===== config.mk =====
export PLATFORM = sky130hd
export DESIGN_NAME = uart_tx_queue_flat
export DESIGN_NICKNAME = d
export VERILOG_FILES = /design/src/rtl/uart_tx_queue_if.sv /design/src/rtl/uart_tx_queue.sv /design/src/flat_wrapper.sv
export SDC_FILE = /design/constraint.sdc
export NUM_CORES = 1
export LEC_CHECK = 0
export ABC_AREA = 1
export CORE_MARGIN = 2
export CORE_UTILIZATION = 38
export CTS_CLUSTER_DIAMETER = 40
export DETAILED_ROUTE_END_ITERATION = 16
export GPL_ROUTABILITY_DRIVEN = 0
export GPL_TIMING_DRIVEN = 0
export PLACE_DENSITY_LB_ADDON = 0.25
export SETUP_SLACK_MARGIN = 0.02
export SLEW_MARGIN = 0
export SYNTH_ARGS = -nofsm -noshare
export SYNTH_HDL_FRONTEND = slang
export SYNTH_SLANG_ARGS = --single-unit

===== constraint.sdc =====
create_clock -name clk -period 4.85 [get_ports clk]
set_input_delay 0.7275 -clock clk [delete_from_list [all_inputs] [get_ports clk]]
set_output_delay 0.7275 -clock clk [all_outputs]
set_load 0.02 [all_outputs]

===== src/rtl/uart_tx_queue_if.sv =====
// Byte-wide ready/valid port feeding the UART transmit queue.
// The master drives data/valid; the queue (slave) returns ready.
interface uart_tx_queue_if;
  logic [7:0] data;
  logic       valid;
  logic       ready;

  modport master (output data, output valid, input ready);
  modport slave  (input data, input valid, output ready);
endinterface


===== src/rtl/uart_tx_queue.sv =====
// Buffered 8N1 UART transmitter: a small byte FIFO drained LSB-first onto a registered serial
// line, with frames sent back-to-back while bytes are queued.
module uart_tx_queue #(
  parameter int unsigned ClockFreq = 50_000_000,
  parameter int unsigned BaudRate  = 115_200,
  parameter int unsigned FifoDepth = 4
) (
  input  logic                       clk,
  input  logic                       rst_n,
  uart_tx_queue_if.slave             din,
  output logic                       sout,
  output logic                       busy,
  output logic [$clog2(FifoDepth):0] fifo_count
);

  localparam int unsigned BitPeriod = ClockFreq / BaudRate;
  localparam int unsigned CntW      = (BitPeriod > 1) ? $clog2(BitPeriod) : 1;
  localparam int unsigned PtrW      = $clog2(FifoDepth);
  localparam int unsigned CountW    = PtrW + 1;

  typedef enum logic [1:0] {StIdle, StStart, StData, StStop} state_e;

  logic [7:0]        mem_q [FifoDepth];
  logic [PtrW-1:0]   wr_ptr_q, rd_ptr_q;
  logic [CountW-1:0] count_q;
  logic              push, pop;

  state_e            state_q, state_d;
  logic [CntW-1:0]   cnt_q, cnt_d;
  logic [2:0]        idx_q, idx_d;
  logic [7:0]        shift_q, shift_d;
  logic              sout_q, sout_d;
  logic              bit_end;
  logic              queued;

  assign din.ready = (count_q != CountW'(FifoDepth));
  assign push      = din.valid && din.ready;
  assign queued    = (count_q != '0);
  assign bit_end   = (cnt_q == CntW'(BitPeriod - 1));

  // Storage needs no reset: entries are only read after being written.
  always_ff @(posedge clk) begin
    if (push) begin
      mem_q[wr_ptr_q] <= din.data;
    end
  end

  always_ff @(posedge clk or negedge rst_n) begin
    if (!rst_n) begin
      wr_ptr_q <= '0;
      rd_ptr_q <= '0;
      count_q  <= '0;
    end else begin
      if (push) begin
        wr_ptr_q <= wr_ptr_q + PtrW'(1);
      end
      if (pop) begin
        rd_ptr_q <= rd_ptr_q + PtrW'(1);
      end
      if (push && !pop) begin
        count_q <= count_q + CountW'(1);
      end else if (pop && !push) begin
        count_q <= count_q - CountW'(1);
      end
    end
  end

  // The output bit for each phase is set up one edge early so sout_q holds it for the
  // whole bit period.
  always_comb begin
    state_d = state_q;
    cnt_d   = cnt_q;
    idx_d   = idx_q;
    shift_d = shift_q;
    sout_d  = sout_q;
    pop     = 1'b0;
    unique case (state_q)
      StIdle: begin
        if (queued) begin
          pop     = 1'b1;
          shift_d = mem_q[rd_ptr_q];
          sout_d  = 1'b0;
          cnt_d   = '0;
          state_d = StStart;
        end
      end
      StStart: begin
        if (bit_end) begin
          cnt_d   = '0;
          idx_d   = '0;
          sout_d  = shift_q[0];
          state_d = StData;
        end else begin
          cnt_d = cnt_q + CntW'(1);
        end
      end
      StData: begin
        if (bit_end) begin
          cnt_d = '0;
          if (idx_q == 3'd7) begin
            sout_d  = 1'b1;
            state_d = StStop;
          end else begin
            idx_d   = idx_q + 3'd1;
            shift_d = {1'b0, shift_q[7:1]};
            sout_d  = shift_q[1];
          end
        end else begin
          cnt_d = cnt_q + CntW'(1);
        end
      end
      StStop: begin
        if (bit_end) begin
          cnt_d = '0;
          if (queued) begin
            pop     = 1'b1;
            shift_d = mem_q[rd_ptr_q];
            sout_d  = 1'b0;
            state_d = StStart;
          end else begin
            state_d = StIdle;
          end
        end else begin
          cnt_d = cnt_q + CntW'(1);
        end
      end
      default: state_d = StIdle;
    endcase
  end

  always_ff @(posedge clk or negedge rst_n) begin
    if (!rst_n) begin
      state_q <= StIdle;
      cnt_q   <= '0;
      idx_q   <= '0;
      shift_q <= '0;
      sout_q  <= 1'b1;
    end else begin
      state_q <= state_d;
      cnt_q   <= cnt_d;
      idx_q   <= idx_d;
      shift_q <= shift_d;
      sout_q  <= sout_d;
    end
  end

  assign sout       = sout_q;
  assign busy       = (state_q != StIdle) || queued;
  assign fifo_count = count_q;

endmodule


===== src/flat_wrapper.sv =====
// flat-port wrapper written by rule: the top's interface ports become plain ports
module uart_tx_queue_flat 
#(
  parameter int unsigned ClockFreq = 50_000_000,
  parameter int unsigned BaudRate  = 115_200,
  parameter int unsigned FifoDepth = 4
)
  (clk, rst_n, sout, busy, fifo_count, din_data, din_valid, din_ready);
  uart_tx_queue_if din_i ();
  input  logic clk;
  input  logic rst_n;
  output logic sout;
  output logic busy;
  output logic [$clog2(FifoDepth):0] fifo_count;
  input wire logic [$bits(din_i.data)-1:0] din_data;
  input wire logic [$bits(din_i.valid)-1:0] din_valid;
  output wire logic [$bits(din_i.ready)-1:0] din_ready;
  assign din_i.data = din_data;
  assign din_i.valid = din_valid;
  assign din_ready = din_i.ready;
  uart_tx_queue #(.ClockFreq(ClockFreq), .BaudRate(BaudRate), .FifoDepth(FifoDepth)) u_core (.clk(clk), .rst_n(rst_n), .din(din_i), .sout(sout), .busy(busy), .fifo_count(fifo_count));
endmodule

==> parameters.txt <==
Parameter                              Value

Status
  Result of the run ... completed

Timing
  Setup TNS ... 0 ps
  Final count of hold timing violations ... 0
  Worst rel slew slack ... 42.46%
  Post-route clock period utilization ... between 50% and 60%
  Setup Skew ... a little over 7 ps
  FMAX ... approximately 0.35 GHz
  Slew at the pin closest to its max-slew limit ... 859.9 ps
  Worst Hold Slack ... about 420 ps
  Setup repair after global routing missed its margin ... no
  Max-slew violation total from the final report ... 0
  Final critical-path required period ... 2867 ps
  Final setup violation count ... 0

Floorplanning
  Area enclosed by the die boundary ... roughly 8800 sq um
  I/O pins ... 17
  X dimension of the die ... around 94 um
  Starting density of the core ... about two fifths
  Placeable core area ... around 7800 sq um
  Die Span Y ... between 90 and 100 um
  Total number of placement rows ... 32

Worst hold path
  Type of the worst min-delay path ... primary input to asynchronous set/reset pin

CTS
  Total clock sinks ... between 60 and 70
  Clk Latency, worst-skew pair ... 340 ps
  Buffers inserted during post-CTS setup optimization ... 0
  TritonCTS clock tree ... done
  Register clock-pin slew on the reported worst setup and hold paths ... 70 ps
  Level count of the clock H-tree ... 3
  Clock root cell ... clkbuf_8
  Number of buffers between clock root and the deepest sink ... 2
  CTS hold repair buffers ... 0
  Clock buffer count from CTS ... 9
  Resize count post-CTS ... 0

Layout
  Fill cell instance count of the final layout ... roughly 760
  Storage element area ... 1713 sq um
  Final #Nets ... just under 400
  Antenna Cells ... 0
  Share of cells above drive strength 1 ... approximately 9.6%
  Final cell count without fillers ... 466
  Area of the multi-input gates ... 1192 sq um
  Synthesis-to-finish area growth ... 14.67%

Global route
  Global-route wire length before repair ... between 10 and 15 mm
  Number of global-route vias before repair ... around 2,200
  Overall track demand over capacity in global routing ... between 15 and 20%
  Pin count of the biggest net entering global routing ... 31
  Antenna violations before repair ... 0
  Leftover overflow at the end of global routing ... 0

Logic synthesis
  Main synth FF type ... edfxtp_1
  Count of flip-flops with a built-in enable after synthesis ... 32
  Sequential element share of the synthesized area ... a little under three fifths
  Mean area per synthesized cell ... about 9.2 sq um
  FFs w/ async S/R, synth ... 48.39%
  Post-synthesis cell count ... ~330
  Cell area after synthesis ... between 3000 and 4000 sq um
  Warnings, synthesis ... 0
  Post-synthesis sequential element count ... 62
  Number of distinct library cell variants in the gate-level netlist after synthesis ... 31
  Syn nets ... 358

Routing
  Detailed-routing iteration count for the pre-antenna-repair pass ... 4
  Violation count after the first detailed-routing iteration ... about 110
  Via Count ... 2,248
  Total wire length after detailed routing ... between 5 and 6 mm
  Drt wl/cell ... 12.28 um
  Post-route DRC violation count ... 0
  Vias per cell ... between 4 and 5
  Antenna Violating Nets Remaining ... 0

Job
  Number of violations of the max-capacitance limit ... 0

Worst setup path
  Startpoint type of the worst setup path ... register
  Reg2reg path depth ... 13
  Endpoint kind of the worst setup timing path ... output port
  Largest fanout on the critical path ... 10
  Critical Path AT ... between 2000 and 2500 ps
  Slowest cell delay on critical path ... 630 ps
  Crit path kind ... register to output port
  Worst-path cell with the longest stage delay ... clkdlybuf4s50_1
  List of cells traversed by the critical path ... inv_1 > ha_1 > nand3_2 > buf_2 > clkdlybuf4s50_1
  Data required time at the worst endpoint ... between 4000 and 5000 ps

Power and ir drop
  Largest voltage drop on the vdd net ... approximately 0.00023 V
  Leakage Power ... between 1.5 and 2 nW
  P per Cell Area ... about 370 nW/um^2
  Tot Pwr ... 1.296 mW

Place
  HPWL after detailed placement ... ~4.0 mm
  Count of port buffers added during placement ... 16
  Placed cell count ... 450
==> kinds of logic (layout without fill, tap and decap cells) <==
group                      count (synthesis)  in the layout  synth area share [%]
DFF                                       62             62                 55.95
adders and majority gates                 15             15                 6.375
buffers and inverters                     38             70                 5.108
muxes                                      1              1                0.3678
AOI/OAI and AO/OA                         23             23                 4.373
xor gates and xnor gates                   4              4                 1.144
and+or+nand+nor                          189            189                 26.69
==> placed cells by master (no fill, tap or decap), drive strengths merged <==
master and n:
nand2 118, nand3 41, edfxtp 32, inv 30, dfrtp 29, nor2 22
clkdlybuf4s50 15, ha 14, o21ai 12, clkbuf 10, a21oi 9, buf 8
nand4 5, clkinv 4, xor2 3, clkinvlp 3, nor3 1, nand3b 1
or2 1, o22ai 1, o31ai 1, mux2 1, xnor2 1, fa 1
dfstp 1
==> power breakdown <==
| group | internal, mW | switching (mW) | leakage [nW] | total (mW) |
|---|---|---|---|---|
| Clock | 0.182 | 0.205 | 0.0736 | 0.387 |
| Sequential | 0.636 | 0.0372 | 0.659 | 0.674 |
| Combinational | 0.0910 | 0.143 | 0.819 | 0.234 |
| Total | 0.910 | 0.386 | 1.55 | 1.30 |
==> worst paths after layout <==
path,end,startpoint,slack (ps)
min reg2reg,u_core.shift_q[2]$_DFFE_PN0P_,u_core.shift_q[2]$_DFFE_PN0P_,480
min in group clk,u_core.shift_q[2]$_DFFE_PN0P_,u_core.shift_q[2]$_DFFE_PN0P_,480
min,u_core.idx_q[1]$_DFFE_PN0P_,rst_n,420
max,busy,u_core.state_q[0]$_DFFE_PN0P_,1980
max in group asynchronous,u_core.wr_ptr_q[1]$_DFFE_PN0P_,rst_n,3990
max reg2reg,u_core.fifo_count[1]$_DFFE_PN0P_,u_core.cnt_q[1]$_DFFE_PN0N_,2520
==> final cells by class <==
cell class	count	area share [%]
sequential	62	48.79
multi-input combinational	232	33.96
timing repair buffer	16	4.419
clock buffer	10	3.635
tap	102	3.635
inverter	31	3.314
buffer	7	1.140
clock inverter	6	1.105
==> layer usage <==
| metal | track usage (%) | share of wire, % |
|---|---|---|
| met1 | 19.18 | 48 |
| met2 | 24.58 | 48 |
| met3 | 3.371 | 3.1 |
| met4 | 6.522 | 1.7 |
| met5 | 0 | 0 |
==> stage by stage <==
stage | utilization [%] | cell area (sq um) | worst slack [ps]
2_1_floorplan | - | 3062 | 2686
3_3_place_gp | 43.12 | 3349 | 2293
6_report | 45.20 | 3511 | 1983
3_5_place_dp | 43.06 | 3344 | 2253
4_1_cts | 45.20 | 3511 | 1958
5_1_grt | 45.20 | 3511 | 1831
==> registers in the layout, summed over array words and instances (netlist names) <==
signal	flops
u_core.fifo_count	3
u_core.rd_ptr_q	2
u_core.wr_ptr_q	2
u_core.shift_q	8
u_core.cnt_q	9
u_core.mem_q	32
u_core.state_q	2
u_core.idx_q	3
u_core.sout	1
==> cells in the mapped netlist, drive strengths merged, types with 3 or more instances <==
cell type	number	share of area (%)
a21oi	9	2.0
xor2	3	0.86
nand4	5	1.0
nor2	22	3.0
dfrtp	29	24
ha	14	5.7
nand2	118	15
inv	30	3.7
edfxtp	32	31
buf	7	1.3
o21ai	12	2.0
nand3	41	6.9
==> worst max-delay path: cells and delay by family, from the launching register on <==
kind | cells | cell delay, ps
fa+ha+maj | 1 | 240
buf+inv | 3 | 1000
flops | 1 | 400
simple gates | 1 | 160
No activity file was read; power rests on OpenSTA's default activity.
